<file path="config.mk">
export PLATFORM = sky130hd
export DESIGN_NAME = priority_extractor
export DESIGN_NICKNAME = d
export VERILOG_FILES = /design/src/rtl/priority_extractor.sv
export SDC_FILE = /design/constraint.sdc
export NUM_CORES = 1
export LEC_CHECK = 0
export CORE_ASPECT_RATIO = 1.4
export CORE_MARGIN = 2
export CORE_UTILIZATION = 45
export DETAILED_ROUTE_END_ITERATION = 16
export DONT_BUFFER_PORTS = 1
export PLACE_DENSITY = 0.6
export SKIP_LAST_GASP = 1
export SLEW_MARGIN = 20
export SYNTH_ARGS = -nofsm -noshare
export SYNTH_HDL_FRONTEND = slang
export SYNTH_SLANG_ARGS = --single-unit
</file>
<file path="constraint.sdc">
create_clock -name clk_i -period 5.2 [get_ports clk_i]
set_input_delay 1.04 -clock clk_i [delete_from_list [all_inputs] [get_ports clk_i]]
set_output_delay 1.04 -clock clk_i [all_outputs]
set_load 0.02 [all_outputs]
</file>
<file path="src/rtl/priority_extractor.sv">
// priority_extractor: emits each set bit of an accepted word as a one-hot beat (LSB- or MSB-first), first beat 1 cycle after accept.
// Valid/ready both sides, outputs hold while data_rdy_i is low; define PRIORITY_EXTRACTOR_INDEX_EN for the registered index_o port.
`timescale 1ns/1ps
module priority_extractor #(
  parameter int WIDTH = 16
`ifdef PRIORITY_EXTRACTOR_INDEX_EN
  ,
  localparam int IDX_W = $clog2(WIDTH)
`endif
) (
  input  logic             clk_i,
  input  logic             arst_n_i,
  input  logic [WIDTH-1:0] data_i,
  input  logic             dir_i,
  input  logic             data_val_i,
  output logic             data_rdy_o,
  output logic [WIDTH-1:0] onehot_o,
`ifdef PRIORITY_EXTRACTOR_INDEX_EN
  output logic [IDX_W-1:0] index_o,
`endif
  output logic             last_o,
  output logic             data_val_o,
  input  logic             data_rdy_i
);

  typedef enum logic {IDLE = 1'b0, BUSY = 1'b1} state_t;

  state_t           state_q, state_d;
  logic [WIDTH-1:0] rem_q, rem_d;
  logic [WIDTH-1:0] onehot_d, cand, sel, rest;
  logic             dir_q, dir_d, last_d, cand_dir;
  logic             in_acc, out_acc;

  function automatic logic [WIDTH-1:0] sel_lsb(input logic [WIDTH-1:0] v);
    return v & (~v + WIDTH'(1));
  endfunction

  function automatic logic [WIDTH-1:0] sel_msb(input logic [WIDTH-1:0] v);
    logic [WIDTH-1:0] s;
    s = '0;
    for (int i = 0; i < WIDTH; i++) begin
      if (v[i]) s = WIDTH'(1) << i;
    end
    return s;
  endfunction

  assign data_val_o = (state_q == BUSY);

  always_comb begin
    out_acc    = data_val_o & data_rdy_i;
    // Combinational through data_rdy_i so a new word can load on the last beat's accept.
    data_rdy_o = (state_q == IDLE) | (out_acc & last_o);
    in_acc     = data_val_i & data_rdy_o;
    cand       = in_acc ? data_i : rem_q;
    cand_dir   = in_acc ? dir_i : dir_q;
    sel        = cand_dir ? sel_msb(cand) : sel_lsb(cand);
    rest       = cand & ~sel;

    state_d  = state_q;
    rem_d    = rem_q;
    dir_d    = dir_q;
    onehot_d = onehot_o;
    last_d   = last_o;

    if (in_acc) begin
      state_d  = BUSY;
      onehot_d = sel;
      rem_d    = rest;
      last_d   = (rest == '0);
      dir_d    = dir_i;
    end else if (out_acc) begin
      if (last_o) begin
        state_d = IDLE;
      end else begin
        onehot_d = sel;
        rem_d    = rest;
        last_d   = (rest == '0);
      end
    end
  end

  always_ff @(posedge clk_i or negedge arst_n_i) begin
    if (!arst_n_i) begin
      state_q  <= IDLE;
      rem_q    <= '0;
      dir_q    <= 1'b0;
      onehot_o <= '0;
      last_o   <= 1'b0;
    end else begin
      state_q  <= state_d;
      rem_q    <= rem_d;
      dir_q    <= dir_d;
      onehot_o <= onehot_d;
      last_o   <= last_d;
    end
  end

`ifdef PRIORITY_EXTRACTOR_INDEX_EN
  function automatic logic [IDX_W-1:0] encode(input logic [WIDTH-1:0] oh);
    logic [IDX_W-1:0] idx;
    idx = '0;
    for (int i = 0; i < WIDTH; i++) begin
      if (oh[i]) idx = idx | IDX_W'(i);
    end
    return idx;
  endfunction

  always_ff @(posedge clk_i or negedge arst_n_i) begin
    if (!arst_n_i) index_o <= '0;
    else           index_o <= encode(onehot_d);
  end
`endif

endmodule

</file>
Word-level counts from Yosys, hierarchy flattened
Cells that the tools add are included.

Logic and storage cells: 52. Input port bits: 21. Flip-flop bits (word level): 35. Output and inout bits: 19.

Add/subtract/negate cells: 1. Reduce and logical (&&, ||, !) cells: 5. Bitwise gates (word level): 9. Eq/ne operators: 1. Mux-type cells: 31.

Operators by type and width (count): two-way mux 16 bit (21); AND 16 bit (2); NOT 16 bit (2); adder 16 x 1 -> 16 bit (second input constant) (1); logical NOT 16 bit (1); two-way mux 1 bit (8); AND reduction 2 bit (2); nonzero test 2 bit (2); AND 1 bit (3); two-way mux 3 bit (1); two-way mux 2 bit (1); != test 2 x 1 -> 1 bit (second input constant) (1); NOT 1 bit (1); OR 1 bit (1).

Logic depth before layout (Yosys ltp)
Depth after elaboration: 28. Depth in mapped cells: 10. Depth with buffers taken out: 8.

Worst setup path before layout
OpenSTA, ideal clock, no wires.

Path kind: input to register. Start point: in data_val_i. End point: reg last_o. Required time: 5.105 ns. Stages on the path: 9. Setup slack: 2.556 ns. Data arrival time: 2.549 ns. Setup time: 0.095 ns. Path buffers: 2. Path through: buf_2 inv_2 buf_2 o2111ai_2 a221oi_4 nor3_2 a221oi_2 o2111ai_1 o31ai_1.

Longest elaborated chain between the ends: 25. Elaborated cells on any way between the ends: 30. Classes of those cells: 1 x add/sub; 22 x mux; 5 x bitwise; 2 x reduce/logical.

Ends and longest elaborated chain: start, declared (line 15) `input logic data_val_i,`; AND 1 bit * (line 53) `in_acc = data_val_i & data_rdy_o;`; two-way mux 16 bit (line 54) `cand = in_acc ? data_i : rem_q;`; two-way mux 1 bit (line 42) `if (v[i]) s = WIDTH'(1) << i;`; two-way mux 2 bit (line 42); two-way mux 3 bit (line 42); two-way mux 16 bit (13 in series) (line 42); two-way mux 16 bit (line 56) `sel = cand_dir ? sel_msb(cand) : sel_lsb(cand);`; NOT 16 bit (line 57) `rest = cand & ~sel;`; AND 16 bit (line 57); logical NOT 16 bit (line 69, 77); two-way mux 1 bit (line 72) `if (last_o) begin`; two-way mux 1 bit (line 71) `end else if (out_acc) begin`; two-way mux 1 bit (line 65) `if (in_acc) begin`; end signal, assigned (line 94) `last_o <= last_d;`; end, declared (line 21) `output logic last_o,`.

Every way passes the cells marked *; elsewhere a longest branch is shown, timed or not. The select of a mux whose other input is x is not followed. A chain may end at the register's enable or synchronous reset.

Final worst setup path
Start point: in data_rdy_i. End point: reg last_o.

Longest elaborated chain between the ends: 28. Elaborated cells on any way between the ends: 33. Classes of those cells: 1 x add/sub; 22 x mux; 8 x bitwise; 2 x reduce/logical.

Ends and longest elaborated chain: start, declared (line 23) `input logic data_rdy_i`; AND 1 bit * (line 50) `out_acc = data_val_o & data_rdy_i;`; AND 1 bit * (line 52) `data_rdy_o = (state_q == IDLE) | (out_acc & last_o);`; OR 1 bit * (line 52); net data_rdy_o (line 16) `output logic data_rdy_o,`; AND 1 bit * (line 53); two-way mux 16 bit (line 54); two-way mux 1 bit (line 42); two-way mux 2 bit (line 42); two-way mux 3 bit (line 42); two-way mux 16 bit (13 in series) (line 42); two-way mux 16 bit (line 56); NOT 16 bit (line 57); AND 16 bit (line 57); logical NOT 16 bit (line 69, 77); two-way mux 1 bit (line 72); two-way mux 1 bit (line 71); two-way mux 1 bit (line 65).

Mark *: on every way through the listed nets, which the timed path passes. The rest lies on a longest branch. The select of a mux whose other input is x is not followed.

==> out/qor.txt <==
1st-iter DRT viols = 248
CTS tree = yes
area grow syn2layout = 3.59%
worst ir drop on vdd = 0.000224 V
post-synthesis cell area = 2580 um2
sequential area share after synthesis = 34.0%
clock sinks = 35
Buf/Inv on CP = 1
initial antenna violation count = 0
path category of the worst min-delay check = primary input to async pin
total gr overflow = 0
crit path time final = 3360 ps
postcts setup bufs = 0
synth unique cells = 57
Critical Path Fanout Max = 28
width of the die = 67.9 um
Pre-Repair DR Iteration Count = 5
met3 Usage GRT = 6.86%
final worst setup slack = 1840 ps
RePlAce Congestion = 0.968
syn nets = 331
Simple-Gate Fraction of Synth Area = 27.2%
HPWL after detailed placement = 6020 um
Starting Density = 46.6%
ranking of synthesized cells by area = dfrtp_1, nand2_1, mux2i_1
Die Span Y = 93.5 um
EDFF count, synth = 0
Fill cells = 559
Ys Warns = 0
Synth Area in Adders = 0.389%
CP Class = primary input to flip-flop
Rel. slew slack = 24.7%
Main synth FF type = dfrtp_1
via count = 2483
met2 Use GR = 43.3%
grt peak-use layer = met2
core area = 5530 um2
FP Rows = 32
post-CTS sizing = 0
fin crit share = 64.7%
mux share of post-synthesis cell area = 5.63%
DRC = 0
IO Port Bufs = 0
critical path required time = 5410 ps
All-Layer GR Usage = 27.4%
worst hold margin = 432 ps
Avg Cell Area, Syn = 8.31 um2
vias in the first global route = 2373
Post-CTS Hold Buffers = 0
pin count of the biggest net entering global routing = 60
maxcap violations = 0
post-synthesis cell count = 310
Clock Skew = 5.78 ps
CP arrival = 3570 ps
RSZ-0062 raised after global routing = no
Cell Pwr Density = 673 nW/um2
Max Freq = 0.297 GHz
CP Launch Type = primary input
CP max-delay cell = nand2_1
Reg2Reg Setup Slack = 1960 ps
crit end category = flip-flop
post-synthesis xor/xnor area fraction = 0%
Routed Antenna Nets = 0
largest area contributor in the netlist = dfrtp_1
first-pass GRT wire length = 12900 um
M1 GR Usage = 34.4%
total power draw = 1.79 mW
I/O Pins = 40
Leakage Power = 1.10 nW
Slew Limit Fails = 0
Root Buffer Master = clkbuf_8
die area = 6350 um2
CTS buffer count = 5
outcome = finished, final reports clean
Diodes inserted = 0
Vias/cell = 6.71
Routed WL per cell = 22.1 um
clock buffer depth = 2
setup TNS = 0 ps
DP Worst Slack = 1570 ps
layout net count = 322
clock-pin transition on the worst setup and hold timing paths = 70 ps
Largest stage delay, worst path = 860 ps
Setup-failing EPs final = 0
Hold Fails Final Rpt = 0
Post-synth ARST share = 100%
detailed-route wire length = 8170 um
Placed Instance Area = 2590 um2
post-synthesis compound-gate area fraction = 27.4%
post-route cell area = 2670 um2
Max H-tree Level = 2
Synth top area share = 34.0%
CP delay by family, top = compound AO/OA/AOI/OAI gates
worst-skew pair later-pin latency = 290 ps
cell breakdown of the critical path = a21boi_4 > inv_4 > nand2_1 > mux2i_1 > a211oi_1 > a221oi_2 > o2111ai_1 > o31ai_1
#FFs+latches synth = 35
largest family of logic cells by synthesized area = compound AO/OA/AOI/OAI gates
Slew @ Worst Pin = 1130 ps
share of post-route cells with drive strength above 1 = 8.61%
==> flip-flops by register name, indices dropped and copies added (netlist names) <==
signal / cells
onehot_o: 16
data_val_o: 1
dir_q: 1
last_o: 1
rem_q: 16
==> routing by layer <==
layer	wire length [um]	vias to the layer above
met1	3190	1175
met4	324	0
met2	3970	130
li1	-	1151
met5	0	-
met3	689	27
==> path summary, 6_finish.rpt <==
path                       depth (start not counted)                       to                   start
min reg2reg                                        2     rem_q[0]$_DFFE_PN0P_    rem_q[0]$_DFFE_PN0P_
max                                                8       last_o$_DFFE_PN0P_              data_rdy_i
min                                                0  onehot_o[6]$_DFFE_PN0P_                arst_n_i
max reg2reg                                        8       last_o$_DFFE_PN0P_  data_val_o$_DFFE_PN0P_
max in group asynchronous                          0    rem_q[15]$_DFFE_PN0P_                arst_n_i
min in group clk_i                                 2     rem_q[0]$_DFFE_PN0P_    rem_q[0]$_DFFE_PN0P_
==> kinds of logic (layout without fill, tap and decap cells) <==
| kind of cell | Yosys count | count (layout) |
|---|---|---|
| and+or+nand+nor | 140 | 140 |
| AOI/OAI and AO/OA | 94 | 94 |
| DFF | 35 | 35 |
| buffers and inverters | 26 | 18 |
| muxes | 14 | 14 |
| adders and majority gates | 1 | 1 |
==> synth_stat cells (all sizes together) (2+ instances only) <==
cell type  count
nor2          15
and2           2
o2111ai        3
inv            7
a21o           7
nand3         11
clkbuf         6
dfrtp         35
o21ai         23
a32o           5
o32ai          2
nor3          16
a211oi         5
o41ai          2
a22oi          4
nand2b         9
nor4           8
a31oi          3
nand2         58
mux2i         13
buf           13
o211ai         9
nand3b         3
o31ai         12
a221oi         3
nand4          8
a21oi          8
or3            4
==> final cells by class <==
| cell class | count | area [um2] | share of cell area, % |
|---|---|---|---|
| well taps | 68 | 85.1 | 3.19 |
| flip-flops and latches | 35 | 876 | 32.8 |
| multi-input cells | 249 | 1580 | 59.0 |
| clock inverters | 1 | 5.00 | 0.188 |
| repair buffers | 3 | 22.5 | 0.844 |
| inverters | 7 | 28.8 | 1.08 |
| clock buffers | 7 | 76.3 | 2.86 |
==> power breakdown <==
part	total (mW)	switching, mW	internal (mW)
logic	1.02	0.648	0.374
registers	0.577	0.202	0.375
clock network	0.196	0.102	0.0941
==> through the flow <==
stage / utilization [%] / std cells
CTS: 48.3 / 370
detailed placement: 46.8 / 362
finish: 48.3 / 370
global placement: 46.8 / 362
floorplan: - / 310
global route: 48.3 / 370
==> layout by cell type, fill, tap and decap left out, types with 2 or more instances in the layout <==
cell type  count
clkbuf_1       2
a32o_1         5
o2111ai_1      2
a211oi_1       5
and2_1         2
a21oi_1        8
a31oi_1        3
a21o_1         7
nor3_1        14
buf_4          3
o41ai_1        2
nand3_1       11
clkbuf_8       5
nor3_2         2
nand2_1       58
o21ai_0       21
a22oi_1        3
o211ai_1       9
o32ai_1        2
a221oi_2       2
or3_1          4
inv_1          5
nor4_1         6
dfrtp_1       35
nand2b_1       9
nor4_2         2
nand4_1        8
nand3b_1       3
nor2_1        14
o31ai_1       12
mux2i_1       12
(Power assumes the default switching activity.)
